<file path="src/rtl/pipelined_addsub_if.sv">
// Operand/result handshake bundle for pipelined_addsub.
// master = operand source + result consumer, slave = the adder/subtractor.
interface pipelined_addsub_if #(
  parameter int WIDTH = 32
);
  logic             in_valid;
  logic             in_ready;
  logic [WIDTH-1:0] ra;
  logic [WIDTH-1:0] rb;
  logic             cin;
  logic             sub;
  logic             out_valid;
  logic             out_ready;
  logic [WIDTH-1:0] Sum;
  logic             Cout;
  logic             Ovf;

  modport master (
    output in_valid, ra, rb, cin, sub, out_ready,
    input  in_ready, out_valid, Sum, Cout, Ovf
  );

  modport slave (
    input  in_valid, ra, rb, cin, sub, out_ready,
    output in_ready, out_valid, Sum, Cout, Ovf
  );
endinterface

</file>
<file path="src/rtl/pipelined_addsub.sv">
// Pipelined WIDTH-bit adder/subtractor. The carry chain is cut into STAGES
// segments of SEG bits; each stage resolves one segment and registers it
// together with the carry and the full (effective) operands, which the later
// stages need for their own segments and for the signed-overflow flag.
// Valid/ready on both sides with full backpressure and bubble compaction.
module pipelined_addsub #(
  parameter int WIDTH  = 32,
  parameter int STAGES = 4
) (
  input logic              TClk,
  input logic              TRst,
  pipelined_addsub_if.slave bus
);

  localparam int SEG  = WIDTH / STAGES;
  localparam int LAST = STAGES - 1;

  logic [STAGES-1:0] v_q, v_d;
  logic [STAGES-1:0] c_q, c_d;
  logic [STAGES-1:0] load;
  logic [WIDTH-1:0]  a_q [STAGES];
  logic [WIDTH-1:0]  a_d [STAGES];
  logic [WIDTH-1:0]  b_q [STAGES];
  logic [WIDTH-1:0]  b_d [STAGES];
  logic [WIDTH-1:0]  s_q [STAGES];
  logic [WIDTH-1:0]  s_d [STAGES];

  // A stage may load when it is empty or some stage downstream (or the consumer) makes room.
  always_comb begin
    logic room;
    load = '0;
    room = bus.out_ready;
    for (int k = LAST; k >= 0; k--) begin
      room    = room | ~v_q[k];
      load[k] = room;
    end
  end

  // Per-stage segment add; stage 0 applies the subtract inversion to rb and cin.
  always_comb begin
    logic [WIDTH-1:0] a_in;
    logic [WIDTH-1:0] b_in;
    logic [WIDTH-1:0] s_in;
    logic             c_in;
    logic             v_in;
    logic [SEG:0]     seg;
    int               kp;
    v_d  = v_q;
    c_d  = c_q;
    a_d  = a_q;
    b_d  = b_q;
    s_d  = s_q;
    a_in = '0;
    b_in = '0;
    s_in = '0;
    c_in = 1'b0;
    v_in = 1'b0;
    seg  = '0;
    kp   = 0;
    for (int k = 0; k < STAGES; k++) begin
      kp = (k > 0) ? k - 1 : 0;
      if (k == 0) begin
        a_in = bus.ra;
        b_in = bus.sub ? ~bus.rb : bus.rb;
        c_in = bus.cin ^ bus.sub;
        s_in = '0;
        v_in = bus.in_valid;
      end else begin
        a_in = a_q[kp];
        b_in = b_q[kp];
        c_in = c_q[kp];
        s_in = s_q[kp];
        v_in = v_q[kp];
      end
      seg = {1'b0, a_in[k*SEG +: SEG]} + {1'b0, b_in[k*SEG +: SEG]} + {{SEG{1'b0}}, c_in};
      if (load[k]) begin
        v_d[k]              = v_in;
        a_d[k]              = a_in;
        b_d[k]              = b_in;
        s_d[k]              = s_in;
        s_d[k][k*SEG +: SEG] = seg[SEG-1:0];
        c_d[k]              = seg[SEG];
      end
    end
  end

  // Pipeline registers; reset empties every stage and clears the result.
  always_ff @(posedge TClk or posedge TRst) begin
    if (TRst) begin
      v_q <= '0;
      c_q <= '0;
      a_q <= '{default: '0};
      b_q <= '{default: '0};
      s_q <= '{default: '0};
    end else begin
      v_q <= v_d;
      c_q <= c_d;
      a_q <= a_d;
      b_q <= b_d;
      s_q <= s_d;
    end
  end

  assign bus.in_ready  = load[0];
  assign bus.out_valid = v_q[LAST];
  assign bus.Sum       = s_q[LAST];
  assign bus.Cout      = c_q[LAST];
  assign bus.Ovf       = (a_q[LAST][WIDTH-1] == b_q[LAST][WIDTH-1]) &&
                         (s_q[LAST][WIDTH-1] != a_q[LAST][WIDTH-1]);

endmodule
</file>
<file path="src/flat_wrapper.sv">
// flat-port wrapper written by rule: the top's interface ports become plain ports
module pipelined_addsub_flat 
#(
  parameter int WIDTH  = 32,
  parameter int STAGES = 4
)
  (TClk, TRst, bus_in_valid, bus_ra, bus_rb, bus_cin, bus_sub, bus_out_ready, bus_in_ready, bus_out_valid, bus_Sum, bus_Cout, bus_Ovf);
  pipelined_addsub_if #(.WIDTH(WIDTH)) bus_i ();
  input logic TClk;
  input logic TRst;
  input wire logic [$bits(bus_i.in_valid)-1:0] bus_in_valid;
  input wire logic [$bits(bus_i.ra)-1:0] bus_ra;
  input wire logic [$bits(bus_i.rb)-1:0] bus_rb;
  input wire logic [$bits(bus_i.cin)-1:0] bus_cin;
  input wire logic [$bits(bus_i.sub)-1:0] bus_sub;
  input wire logic [$bits(bus_i.out_ready)-1:0] bus_out_ready;
  output wire logic [$bits(bus_i.in_ready)-1:0] bus_in_ready;
  output wire logic [$bits(bus_i.out_valid)-1:0] bus_out_valid;
  output wire logic [$bits(bus_i.Sum)-1:0] bus_Sum;
  output wire logic [$bits(bus_i.Cout)-1:0] bus_Cout;
  output wire logic [$bits(bus_i.Ovf)-1:0] bus_Ovf;
  assign bus_i.in_valid = bus_in_valid;
  assign bus_i.ra = bus_ra;
  assign bus_i.rb = bus_rb;
  assign bus_i.cin = bus_cin;
  assign bus_i.sub = bus_sub;
  assign bus_i.out_ready = bus_out_ready;
  assign bus_in_ready = bus_i.in_ready;
  assign bus_out_valid = bus_i.out_valid;
  assign bus_Sum = bus_i.Sum;
  assign bus_Cout = bus_i.Cout;
  assign bus_Ovf = bus_i.Ovf;
  pipelined_addsub #(.WIDTH(WIDTH), .STAGES(STAGES)) u_core (.TClk(TClk), .TRst(TRst), .bus(bus_i));
endmodule
</file>
<file path="config.mk">
export PLATFORM = sky130hd
export DESIGN_NAME = pipelined_addsub_flat
export DESIGN_NICKNAME = d
export VERILOG_FILES = /design/src/rtl/pipelined_addsub_if.sv /design/src/rtl/pipelined_addsub.sv /design/src/flat_wrapper.sv
export SDC_FILE = /design/constraint.sdc
export NUM_CORES = 1
export LEC_CHECK = 0
export ABC_CLOCK_PERIOD_IN_PS = 6600
export CORE_ASPECT_RATIO = 0.8
export CORE_UTILIZATION = 56
export DETAILED_ROUTE_END_ITERATION = 8
export PLACE_DENSITY = 0.8
export SLEW_MARGIN = 0
export SYNTH_ARGS = -nofsm -noshare
export SYNTH_HDL_FRONTEND = slang
export SYNTH_SLANG_ARGS = --single-unit
</file>
<file path="constraint.sdc">
create_clock -name TClk -period 6.6 [get_ports TClk]
set_input_delay 0.66 -clock TClk [delete_from_list [all_inputs] [get_ports TClk]]
set_output_delay 0.66 -clock TClk [all_outputs]
set_load 0.03 [all_outputs]
</file>
==> results of run 1 <==
## area by class of cell
class,instances,area [um2]
Fill cell,1202,4856
Tap cell,210,262.8
Inverter,12,52.55
Multi-Input combinational cell,681,3482
Sequential cell,186,4654
Timing Repair Buffer,112,1099
Clock buffer,20,466.7
Clock inverter,11,191.4
## critical path: cells and delay by family
family	cells	cell delay, ns
buffers and inverters	4	1.73
AND/OR/NAND/NOR	3	1.25
## registers in the layout, summed over array words and instances (netlist names)
name / count
u_core.bus.Sum: 32
u_core.v_q: 4
u_core.a_q: 49
u_core.c_q: 4
u_core.b_q: 49
u_core.s_q: 48
## power breakdown
| group | internal (mW) | switching [mW] | leakage [nW] |
|---|---|---|---|
| sequential | 1.46 | 0.204 | 2.22 |
| combinational | 0.483 | 0.672 | 2.38 |
| clock | 0.700 | 0.416 | 0.320 |
| total | 2.64 | 1.29 | 4.92 |
## layout by cell type, fill, tap and decap left out, types with 5 or more instances in the layout
cell               n
inv_1             10
buf_4              7
o21ai_0           66
a31oi_1            5
nand2b_1           8
nor2_1            19
fa_1               8
xor2_1            20
clkbuf_16         17
ha_1              28
a21o_1             6
dfrtp_1          186
clkdlybuf4s50_1  104
bufinv_16          5
a21oi_1           19
a211oi_1          11
nand2_1          435
xnor2_1           28
## path summary, 6_finish.rpt
| kind | slack, ns | from | to |
|---|---|---|---|
| worst min register to register | 0.47 | u_core.bus.Sum[16] | u_core.bus.Sum[16] |
| max in group asynchronous | 4.57 | TRst | u_core.s_q[98] |
| worst min-delay path | 0.47 | u_core.bus.Sum[16] | u_core.bus.Sum[16] |
| worst max register to register | 3.36 | u_core.v_q[3] | u_core.c_q[0] |
| min in group asynchronous | 0.65 | TRst | u_core.bus.Sum[18] |
| worst max-delay path | 2.26 | bus_out_ready | bus_in_ready |
## layer usage
metal	wire length (um)	GRT usage	part of all wire	vias up
li1	-	-	-	3112
met1	8679	0.3562	0.51	2884
met2	7272	0.3476	0.43	162
met3	756	0.05121	0.045	12
met4	151	0.06014	0.0090	0
met5	0	0	0	-
## stage by stage
step                total power, mW  hold slack [ns]
floorplan                     2.519           0.4386
global placement              2.781           0.4492
detailed placement            2.831           0.4550
CTS                           3.956           0.4691
global route                  4.178           0.4788
finish                        3.931           0.4651
## Yosys cell counts, drive strengths merged, types with 11 or more instances
cell / number / area, um2
nand2: 435 / 1633
dfrtp: 186 / 4654
o21ai: 69 / 345.3
buf: 55 / 381.6
ha: 28 / 350.3
xnor2: 28 / 245.2
clkbuf: 20 / 76.32
xor2: 20 / 175.2
a21oi: 19 / 95.09
nor2: 19 / 71.32
inv: 12 / 47.55
a211oi: 11 / 82.58
## logic make-up (layout without fill, tap and decap cells)
group                    count (synthesis)  count (layout)  share of synthesized area
AND/OR/NAND/NOR                        471             471                     0.2107
buffers and inverters                   87             155                    0.05850
AO/OA/AOI/OAI                          125             125                    0.08326
XOR/XNOR                                48              48                    0.04865
adder cells (fa/ha/maj)                 36              36                    0.05908
flip-flops                             186             186                     0.5387
multiplexers                             1               1                   0.001158
==> results.sh, run 1 <==
export IMPL_status="complete, no violations"
export IMPL_path_cells="clkdlybuf4s50_1 -> nor2b_4 -> and3_2 -> buf_4 -> and2_4 -> inv_4 -> clkdlybuf4s50_1"
export IMPL_path_max_fanout=55
export IMPL_finalCritPeriodShare=0.6577
export IMPL_ios=106
export IMPL_hp_class="reg2reg"
export IMPL_design_area_um2=10210
export IMPL_vias_per_cell=5.008
export IMPL_num_rows=40
export IMPL_ant_nets=0
export IMPL_vdd_drop_max_uv=211.6
export IMPL_whs_path_depth=2
export IMPL_port_buffers=105
export IMPL_cp_required_ns=5.94
export IMPL_clk_pin_slew_ns=0.07
export IMPL_htreeDepth=4
export IMPL_start_kind="input pin"
export IMPL_antenna_found_initial=0
export IMPL_grt_pass1_wl_um=29210
export IMPL_fin_util=0.6777
export IMPL_slew_violations=0
export IMPL_max_slew_margin=0.1706
export IMPL_period_minus_slack_ns=4.341
export IMPL_routed_wl_um=16860
export IMPL_ys_ff_latch=186
export IMPL_finalNetCount=1116
export IMPL_rsz0062_at_grt="false"
export IMPL_ys_types=38
export IMPL_root_buffer="clkbuf_16"
export IMPL_yosysSeqAreaShare=0.5387
export IMPL_clk_latency_ns=0.43
export IMPL_start_util=0.5736
export IMPL_synth_nets=1060
export IMPL_ctsResizeCount=0
export IMPL_grt_ovfl_total=0
export IMPL_worst_slew_pin_slew_ns=1.244
export IMPL_ys_warn_count=0
export IMPL_ctsHoldBuffers=0
export IMPL_preCtsSetupSlack_ns=2.283
export IMPL_syn_area_um2=8641
export IMPL_path_class="in2out"
export IMPL_post_drt_wl_per_cell_um=13.69
export IMPL_diodes=0
export IMPL_die_y_um=113.1
export IMPL_fin_setup_tns_ns=0
export IMPL_cts_buffer_depth=2
export IMPL_setup_slack_ns=2.259
export IMPL_layout_drive_gt1_share=0.04501
export IMPL_leakage_nw=4.921
export IMPL_grtUsageTotal=0.2360
export IMPL_cts_sinks=186
export IMPL_fin_skew_ns=0.007229
export IMPL_synth_edf_count=0
export IMPL_cp_slowest_cell="nor2b_4"
export IMPL_cp_common_cell="clkdlybuf4s50_1"
export IMPL_die_x_um=140.9
export IMPL_p_per_area_nw_per_um2=385.1
export IMPL_dp_hpwl_um=11470
export IMPL_yosys_most_used_dff="dfrtp_1"
export IMPL_setup_violations=0
export IMPL_drc=0
export IMPL_cts_tree="built"
export IMPL_dp_cells=1201
export IMPL_drt_iter0_markers=388
export IMPL_firstDrtPassIters=5
export IMPL_cts_buffers=17
export IMPL_gp_congestion=0.8270
export IMPL_grt_pass1_vias=5993
export IMPL_dr_total_vias=6170
export IMPL_netlist_instances=954
export IMPL_fp_coreArea_um2=15060
export IMPL_hold_violations=0
export IMPL_avgSynthCellArea_um2=9.057
export IMPL_die_area_um2=15930
export IMPL_slowest_delay_ns=0.70
export IMPL_postCtsSetupBuffers=0
export IMPL_postPlaceCellArea_um2=9550
export IMPL_async_reset_ff_frac=1.000
export IMPL_area_growth_pct=18.14
export IMPL_timing_fmax_ghz=0.2304
export IMPL_crit_arrival_ns=3.68
export IMPL_r2r_cells=7
export IMPL_max_cap_violations=0
export IMPL_stdcell_count=1232
export IMPL_grt_start_max_net_pins=81
export IMPL_end_kind="primary output"
(Power assumes the default switching activity.)
==> run 2, diff against run 1 <==
--- a/config.mk
+++ b/config.mk
@@ -5,11 +5,11 @@
 export SDC_FILE = /design/constraint.sdc
 export NUM_CORES = 1
 export LEC_CHECK = 0
-export ABC_CLOCK_PERIOD_IN_PS = 6600
+export ABC_CLOCK_PERIOD_IN_PS = 3800
 export CORE_ASPECT_RATIO = 0.8
-export CORE_UTILIZATION = 56
+export CORE_UTILIZATION = 50
 export DETAILED_ROUTE_END_ITERATION = 8
-export PLACE_DENSITY = 0.8
+export PLACE_DENSITY = 0.76
 export SLEW_MARGIN = 0
 export SYNTH_ARGS = -nofsm -noshare
 export SYNTH_HDL_FRONTEND = slang
==> constraint.sdc (replaced) <==
create_clock -name TClk -period 3.8 [get_ports TClk]
set_input_delay 0.38 -clock TClk [delete_from_list [all_inputs] [get_ports TClk]]
set_output_delay 0.38 -clock TClk [all_outputs]
set_load 0.03 [all_outputs]
==> results.sh, run 2 (synthesized netlist as in run 1, its figures left out) <==
export IMPL_status="complete, no violations"
export IMPL_start_util=0.5171
export IMPL_port_buffers=105
export IMPL_clk_latency_ns=0.42
export IMPL_ant_nets=0
export IMPL_htreeDepth=4
export IMPL_slowest_delay_ns=0.75
export IMPL_grt_pass1_vias=5871
export IMPL_rsz0062_at_grt="false"
export IMPL_final_common_cell="nand2_1"
export IMPL_cp_required_ns=3.42
export IMPL_vias_per_cell=4.884
export IMPL_p_total_mw=6.510
export IMPL_firstDrtPassIters=5
export IMPL_layout_drive_gt1_share=0.04390
export IMPL_timing_fmax_ghz=0.3553
export IMPL_num_rows=42
export IMPL_reg2reg_from="u_core.b_q[80]"
export IMPL_finalNetCount=1120
export IMPL_clk_pin_slew_ns=0.06
export IMPL_die_y_um=119.6
export IMPL_diodes=0
export IMPL_crit_arrival_ns=2.43
export IMPL_dp_hpwl_um=11920
export IMPL_hp_class="reg2reg"
export IMPL_finalCritPeriodShare=0.7406
export IMPL_die_area_um2=17810
export IMPL_area_growth_pct=17.65
export IMPL_final_cell_mix="435 x nand2_1, 186 x dfrtp_1, 104 x clkdlybuf4s50_1"
export IMPL_ctsHoldBuffers=0
export IMPL_hold_violations=0
export IMPL_grtUsageTotal=0.2061
export IMPL_root_buffer="clkbuf_16"
export IMPL_postPlaceCellArea_um2=9629
export IMPL_fin_util=0.6083
export IMPL_ios=106
export IMPL_design_area_um2=10170
export IMPL_vdd_drop_max_uv=347.2
export IMPL_postCtsSetupBuffers=0
export IMPL_dr_total_vias=6081
export IMPL_fin_skew_ns=0.006439
export IMPL_hold_start="u_core.bus.Sum[15]"
export IMPL_regToRegSetupSlack_ns=1.45
export IMPL_top_regs="u_core.a_q (49), u_core.b_q (49), u_core.s_q (48)"
export IMPL_cts_tree="built"
export IMPL_gp_congestion=0.8208
export IMPL_start_kind="flip-flop"
export IMPL_setup_worst_path_end="bus_in_ready"
export IMPL_cp_slowest_cell="clkdlybuf4s50_1"
export IMPL_cts_buffers=17
export IMPL_end_kind="primary output"
export IMPL_antenna_found_initial=0
export IMPL_path_max_fanout=36
export IMPL_cts_buffer_depth=2
export IMPL_r2r_cells=7
export IMPL_drt_iter0_markers=417
export IMPL_crit_start="u_core.v_q[3]"
export IMPL_die_x_um=149.0
export IMPL_grt_start_max_net_pins=81
export IMPL_cts_sinks=186
export IMPL_fp_coreArea_um2=16710
export IMPL_setup_violations=0
export IMPL_leakage_nw=4.889
export IMPL_max_slew_margin=0.2175
export IMPL_path_cells="nor2b_4 -> and3_2 -> and2_4 -> inv_4 -> clkdlybuf4s50_1"
export IMPL_routed_wl_um=16680
export IMPL_whs_path_depth=2
export IMPL_fin_hold_ws_ns=0.4641
export IMPL_grt_ovfl_total=0
export IMPL_drc=0
export IMPL_fin_setup_tns_ns=0
export IMPL_p_per_area_nw_per_um2=640.4
export IMPL_ctsResizeCount=0
export IMPL_r2r_end="u_core.s_q[54]"
export IMPL_grt_pass1_wl_um=28810
export IMPL_period_minus_slack_ns=2.814
export IMPL_path_class="reg2out"
export IMPL_slew_violations=0
export IMPL_worst_slew_pin_slew_ns=1.174
export IMPL_max_cap_violations=0
export IMPL_post_drt_wl_per_cell_um=13.39
==> run 2: cell types whose count changed in the layout (fill, tap and decap cells not counted), sizes merged <==
cell / previous run / this run
clkbuf: 20 / 23
bufinv: 5 / 1
inv: 13 / 12
clkinvlp: 2 / 3
buf: 8 / 12
==> run 2: critical path, delay by kind of cell, from the launching register on <==
family	cells	cell delay, ns
and+or+nand+nor	3	0.54
DFF	1	0.42
buffers and inverters	2	1.04
==> run 2: worst min-delay path by stage <==
stage                              end  slack [ns]
floorplan              u_core.a_q[112]        0.44
global route            u_core.b_q[94]        0.48
finish              u_core.bus.Sum[15]        0.46
global placement        u_core.b_q[90]        0.45
detailed placement  u_core.bus.Sum[23]        0.45
CTS                 u_core.bus.Sum[23]        0.47
==> run 2: metrics by stage <==
stage               cells  worst slack, ns
floorplan             954            1.027
global placement     1215            1.040
detailed placement   1215            1.004
CTS                  1245           0.9650
global route         1245           0.8824
finish               1245           0.9858
==> run 2: layout make-up <==
class,instances,area (um2)
clock buffers,23,467.9
clock inverters,7,68.82
fillers,1487,6545
inverters,12,51.30
multi-input cells,681,3482
flip-flops and latches,186,4654
well taps,220,275.3
repair buffers,116,1166
==> run 2: routing by layer <==
layer | track usage | up-vias | routed length (um)
met5 | 0 | - | 0
met4 | 0.04974 | 0 | 145
met3 | 0.04753 | 11 | 856
met2 | 0.2901 | 127 | 6909
met1 | 0.3199 | 2811 | 8765
li1 | - | 3132 | -
==> run 2: power breakdown <==
part | switching [mW] | leakage, nW | internal, mW
sequential | 0.341 | 2.22 | 2.53
clock | 0.706 | 0.259 | 0.929
combinational | 1.16 | 2.41 | 0.845
